--- src/rtl/seg_scan_decoder.sv ---
// seg_scan_decoder: recovers hex digit values from a snooped, time-multiplexed
// 7-segment display bus. Each digit has its own candidate/count filter so that
// ghost patterns seen around scan transitions are never committed.
module seg_scan_decoder #(
  parameter int NUM_DIGITS = 4,
  parameter int STABLE_CNT = 3
) (
  input  logic                    clk,
  input  logic                    rst_n,
  input  logic [6:0]              seg_in,
  input  logic [NUM_DIGITS-1:0]   dig_sel,
  input  logic                    sample_en,
  output logic [4*NUM_DIGITS-1:0] hex_out,
  output logic [NUM_DIGITS-1:0]   digit_ok,
  output logic                    upd,
  output logic                    err_sel
);

  localparam int CNT_W = 4;
  localparam logic [CNT_W-1:0] CNT_MAX = CNT_W'(STABLE_CNT);

  // {valid, value}: inverse of the standard hex-to-7-segment table
  function automatic logic [4:0] seg_decode(input logic [6:0] s);
    case (s)
      7'b1111110: seg_decode = {1'b1, 4'h0};
      7'b0110000: seg_decode = {1'b1, 4'h1};
      7'b1101101: seg_decode = {1'b1, 4'h2};
      7'b1111001: seg_decode = {1'b1, 4'h3};
      7'b0110011: seg_decode = {1'b1, 4'h4};
      7'b1011011: seg_decode = {1'b1, 4'h5};
      7'b1011111: seg_decode = {1'b1, 4'h6};
      7'b1110000: seg_decode = {1'b1, 4'h7};
      7'b1111111: seg_decode = {1'b1, 4'h8};
      7'b1111011: seg_decode = {1'b1, 4'h9};
      7'b1110111: seg_decode = {1'b1, 4'hA};
      7'b0011111: seg_decode = {1'b1, 4'hB};
      7'b1001110: seg_decode = {1'b1, 4'hC};
      7'b0111101: seg_decode = {1'b1, 4'hD};
      7'b1001111: seg_decode = {1'b1, 4'hE};
      7'b1000111: seg_decode = {1'b1, 4'hF};
      default:    seg_decode = 5'b0;
    endcase
  endfunction

  logic [6:0]            seg_p0;
  logic [NUM_DIGITS-1:0] sel_p0;
  logic                  vld_p0;

  logic [6:0]       cand   [NUM_DIGITS];
  logic [CNT_W-1:0] cnt    [NUM_DIGITS];
  logic [6:0]       cand_n [NUM_DIGITS];
  logic [CNT_W-1:0] cnt_n  [NUM_DIGITS];

  logic [4*NUM_DIGITS-1:0] hex_n;
  logic [NUM_DIGITS-1:0]   ok_n;
  logic                    upd_n;
  logic                    err_n;
  logic                    sel_onehot;

  // ---- stage 0: input capture ----
  // Bus snapshot; only the strobe needs reset so queued samples die with it
  always_ff @(posedge clk) begin
    seg_p0 <= seg_in;
    sel_p0 <= dig_sel;
  end

  // Sample strobe register
  always_ff @(posedge clk or negedge rst_n) begin
    if (!rst_n) vld_p0 <= 1'b0;
    else        vld_p0 <= sample_en;
  end

  assign sel_onehot = (sel_p0 != '0) &&
                      ((sel_p0 & (sel_p0 - NUM_DIGITS'(1))) == '0);

  // ---- stage 1: per-digit stability filter and commit ----
  // Next filter state and committed outputs for the registered sample
  always_comb begin
    logic       commit;
    logic [4:0] dec;
    cand_n = cand;
    cnt_n  = cnt;
    hex_n  = hex_out;
    ok_n   = digit_ok;
    err_n  = 1'b0;
    commit = 1'b0;
    dec    = seg_decode(seg_p0);
    if (vld_p0) begin
      if (!sel_onehot) begin
        err_n = 1'b1;
      end else begin
        for (int i = 0; i < NUM_DIGITS; i++) begin
          commit = 1'b0;
          if (sel_p0[i]) begin
            if (seg_p0 == cand[i]) begin
              // Saturated count means already committed: hold, no re-commit
              if (cnt[i] != CNT_MAX) begin
                cnt_n[i] = cnt[i] + 4'd1;
                commit   = ((cnt[i] + 4'd1) == CNT_MAX);
              end
            end else begin
              cand_n[i] = seg_p0;
              cnt_n[i]  = 4'd1;
              commit    = (CNT_MAX == 4'd1);
            end
            if (commit) begin
              ok_n[i] = dec[4];
              if (dec[4]) hex_n[4*i +: 4] = dec[3:0];
            end
          end
        end
      end
    end
    upd_n = (hex_n != hex_out) || (ok_n != digit_ok);
  end

  // Filter state, committed outputs and event pulses
  always_ff @(posedge clk or negedge rst_n) begin
    if (!rst_n) begin
      for (int i = 0; i < NUM_DIGITS; i++) begin
        cand[i] <= 7'b0;
        cnt[i]  <= '0;
      end
      hex_out  <= '0;
      digit_ok <= '0;
      upd      <= 1'b0;
      err_sel  <= 1'b0;
    end else begin
      cand     <= cand_n;
      cnt      <= cnt_n;
      hex_out  <= hex_n;
      digit_ok <= ok_n;
      upd      <= upd_n;
      err_sel  <= err_n;
    end
  end

endmodule

--- config.mk ---
export PLATFORM = sky130hd
export DESIGN_NAME = seg_scan_decoder
export DESIGN_NICKNAME = d
export VERILOG_FILES = /design/src/rtl/seg_scan_decoder.sv
export SDC_FILE = /design/constraint.sdc
export NUM_CORES = 1
export LEC_CHECK = 0
export CAP_MARGIN = 0
export CORE_ASPECT_RATIO = 1.25
export CORE_MARGIN = 10
export CORE_UTILIZATION = 40
export DETAILED_ROUTE_END_ITERATION = 10
export HOLD_SLACK_MARGIN = 0.03
export PLACE_DENSITY_LB_ADDON = 0.3
export SYNTH_ARGS = -nofsm -noshare
export SYNTH_HDL_FRONTEND = slang
export SYNTH_SLANG_ARGS = --single-unit
--- constraint.sdc ---
create_clock -name clk -period 2.9 [get_ports clk]
set_input_delay 0.29 -clock clk [delete_from_list [all_inputs] [get_ports clk]]
set_output_delay 0.29 -clock clk [all_outputs]
set_load 0.03 [all_outputs]
==> impl_metrics.csv <==
group,metric,value,unit
hold_path,min_path_type,"input port to asynchronous set/reset pin",
timing,rsz0062_at_grt,"false",
synthesis,synth_area,4390,um^2
placement,place_congestion,0.899,
cts,clk_pin_slew,60,ps
drt,route.vias.total,3513,
floorplan,initial_core_util,0.411,
drt,drcViolationCount,0,
power_and_ir_drop,total_power,2.91,mW
cts,cts_max_level,3,
timing,fin_tns_setup,0,ps
layout,drive_gt1_frac,0.158,
grt,grt_pass1_wl,17.6,mm
synthesis,synth_nets,471,
synthesis,synth_top_area_cell,"dfrtp_1",
grt,use_met1,0.166,
worst_setup_path,crit_arrival,2940,ps
worst_setup_path,cp_slowest_cell,"dfrtp_1",
timing,hold_viol,0,
synthesis,ys.flop_type,"dfrtp_1",
worst_setup_path,rrSetupSlack,170,ps
cts,post_cts_buffers,0,
worst_setup_path,crit_fanout,9,
drt,wl,10.4,mm
flow_run,cap_violations,0,
layout,antenna_cells,0,
cts,cts_buffers,9,
grt,use_met2,0.239,
drt,drt_iter0_markers,123,
floorplan,core-area,10700,um^2
cts,cts.sinks,78,
worst_setup_path,cp-start-kind,"flip-flop",
power_and_ir_drop,powerDensity,555,nW/um^2
synthesis,ys_types,72,
drt,drtAntennaViolNets,0,
timing,relSlewSlack,0.482,
synthesis,yosys_warnings,0,
floorplan,die_h,137,um
drt,viasPerCell,5.57,
drt,firstDrtPassIters,4,
timing,worst_slew_pin_slew,777,ps
grt,track_usage,0.138,
worst_setup_path,crit_start,"cnt[12]",
grt,antenna_found_initial,0,
layout,fill_cells,989,
timing,min_period,2730,ps
worst_setup_path,crit_required,3120,ps
worst_setup_path,r2r_end,"upd",
synthesis,seq_area_frac_synth,0.432,
layout,finalNetCount,516,
drt,wl_per_cell,16.5,um
worst_setup_path,crit_buf_inv,0,
placement,hpwlAfterDp,7.65,mm
timing,drv_slew,0,
floorplan,dieArea,15600,um^2
layout,regArea,1900,um^2
grt,overflow,0,
timing,finalSetupViolCount,0,
synthesis,ys_top_cells_by_area,"dfrtp_1, mux2_2, dfxtp_1, xnor2_1, o21ai_0",
floorplan,fp-row-count,42,
cts,clockRootBuffer,"clkbuf_16",
run_status,status,"finished, final reports clean",
power_and_ir_drop,power.leakage,2.16,nW
cts,cts_tree,"yes",
floorplan,fp.dieW,114,um
synthesis,synth-async-reset-ratio,0.859,
floorplan,ios,36,
cts,cts_resized,0,
worst_setup_path,worstReg2RegStart,"cnt[12]",
worst_setup_path,path_class,"flip-flop to flip-flop",
timing,skew,5.81,ps
synthesis,syn_inst,449,
synthesis,synth_area_per_cell,9.77,um^2
worst_setup_path,path_cells,"ha_1 > and2_1 > a211oi_1 > a2111oi_2 > and4_1 > a22o_1 > o21ai_0 > o2111ai_1 > a2111o_1",
grt,globalRouteMet3Util,0.0250,
layout,syn2layout_area_growth,19.4,%
synthesis,ys_ff_latch,78,
layout,multi_input_area,2250,um^2
grt,grt.busiest_layer,"met2",
cts,clk_latency,340,ps
timing,post-route-period-util,0.940,
synthesis,synth_top_area_frac,0.382,
power_and_ir_drop,ir_worst_vdd,0.000322,V
worst_setup_path,worstRegToRegCells,9,
worst_setup_path,cp_top_family,"compound AO/OA/AOI/OAI gates",
worst_setup_path,cp.depth,9,
cts,clock_tree.buffer_depth,2,
worst_setup_path,end_kind,"flip-flop",
grt,grt_pass1_vias,3563,
synthesis,synth-edff-count,0,
timing,clock.fmax,0.367,GHz
placement,io_buffers,35,
grt,grt_max_degree,37,
cts,ctsHoldBuffers,0,
worst_setup_path,cp_slowest_stage_delay,470,ps
## power by group
part | leakage [nW] | total [mW] | internal (mW) | switching (mW)
Combinational | 1.04 | 0.395 | 0.205 | 0.190
Sequential | 0.965 | 1.31 | 1.20 | 0.103
Clock | 0.157 | 1.21 | 0.752 | 0.454
## layout by cell type (no fill, tap or decap), drive strengths merged, types with 3 or more instances in the layout
| cell | synthesis | final |
|---|---|---|
| clkdlybuf4s50 | 0 | 34 |
| o21ai | 37 | 37 |
| a31oi | 3 | 3 |
| nand4 | 8 | 8 |
| nand3b | 6 | 6 |
| nor3b | 7 | 7 |
| a22o | 3 | 3 |
| a211oi | 4 | 4 |
| or4 | 3 | 3 |
| buf | 20 | 26 |
| xor2 | 10 | 10 |
| o2111ai | 3 | 3 |
| dfrtp | 67 | 67 |
| nand3 | 15 | 15 |
| xnor2 | 24 | 24 |
| nor4b | 3 | 3 |
| o31ai | 6 | 6 |
| o211a | 3 | 3 |
| nor2 | 20 | 20 |
| inv | 21 | 22 |
| o211ai | 5 | 5 |
| dfxtp | 11 | 11 |
| mux2 | 20 | 20 |
| nand2 | 41 | 41 |
| clkbuf | 6 | 10 |
| nand2b | 5 | 5 |
| o41ai | 3 | 3 |
| a32oi | 3 | 3 |
| or2 | 5 | 5 |
| ha | 8 | 8 |
| nor3 | 8 | 8 |
| and2 | 3 | 3 |
| clkinv | 0 | 3 |
| nor4 | 7 | 7 |
| a21oi | 25 | 25 |
## per-stage QoR
stage | worst slack (ps) | util | instances | area (um^2) | hold WS (ps)
after floorplan | 499 | - | 449 | 4390 | -5.59
after global placement | 257 | 0.462 | 615 | 4920 | 409
after detailed placement | 170 | 0.462 | 615 | 4920 | 410
after CTS | 148 | 0.491 | 631 | 5240 | 47.9
after global routing | 16.5 | 0.491 | 631 | 5240 | 95.7
final | 173 | 0.491 | 631 | 5240 | 25.6
## worst max path at each step
| stage | to | slack [ps] |
|---|---|---|
| after global routing | upd | 20 |
| after CTS | upd | 150 |
| after detailed placement | upd | 170 |
| after floorplan | upd | 500 |
| after global placement | upd | 260 |
| final | upd | 170 |
## state kept, by name, summed over array words and instances (netlist names)
name      cells
cand         28
digit_ok      4
hex_out      16
seg_p0        7
err_sel       1
upd           1
cnt          16
sel_p0        4
vld_p0        1
## worst reg2reg max path: stages (launching register included)
cell and delay (ps):
dfrtp_1 470, ha_1 290, and2_1 190, a211oi_1 290, a2111oi_2 100, and4_1 320, a22o_1 210, o21ai_0 200
o2111ai_1 150, a2111o_1 370
## final cells by class
type                       count  area share
clock buffer                  10      0.0437
clock inverter                 6      0.0160
inverter                      21      0.0151
multi-input combinational    324       0.430
sequential                    78       0.362
tap                          132      0.0315
timing repair buffer          60       0.102
## cell families (layout without fill, tap and decap cells)
family	after synthesis	count (layout)	share of synthesized area
AO/OA/AOI/OAI	115	115	0.177
XOR/XNOR	34	34	0.0679
adder cells (fa/ha/maj)	8	8	0.0228
buffers and inverters	47	97	0.0548
flip-flops	78	78	0.432
multiplexers	20	20	0.0513
AND/OR/NAND/NOR	147	147	0.194
## Yosys cell counts (3+ instances only)
library cell and instances:
dfrtp_1 67, nand2_1 41, o21ai_0 34, a21oi_1 25, xnor2_1 24, inv_1 20, mux2_2 20, nor2_1 20
nand3_1 15, dfxtp_1 11, xor2_1 10, buf_2 9, buf_4 8, ha_1 8, nor3_1 8, nand4_1 7
nor3b_1 7, clkbuf_1 6, nand3b_1 6, o31ai_1 6, nand2b_1 5, o211ai_1 5, or2_2 4, a211oi_1 3
a22o_1 3, a31oi_1 3, and2_1 3, buf_6 3, nor4_1 3, nor4_2 3, o2111ai_1 3, o211a_1 3
o21ai_1 3, o41ai_1 3
## metal layers
metal	up-vias	part of all wire
li1	1732	-
met5	-	0
met3	15	0.037
met1	1695	0.43
met4	0	0.014
met2	71	0.52
(Power assumes the default switching activity.)
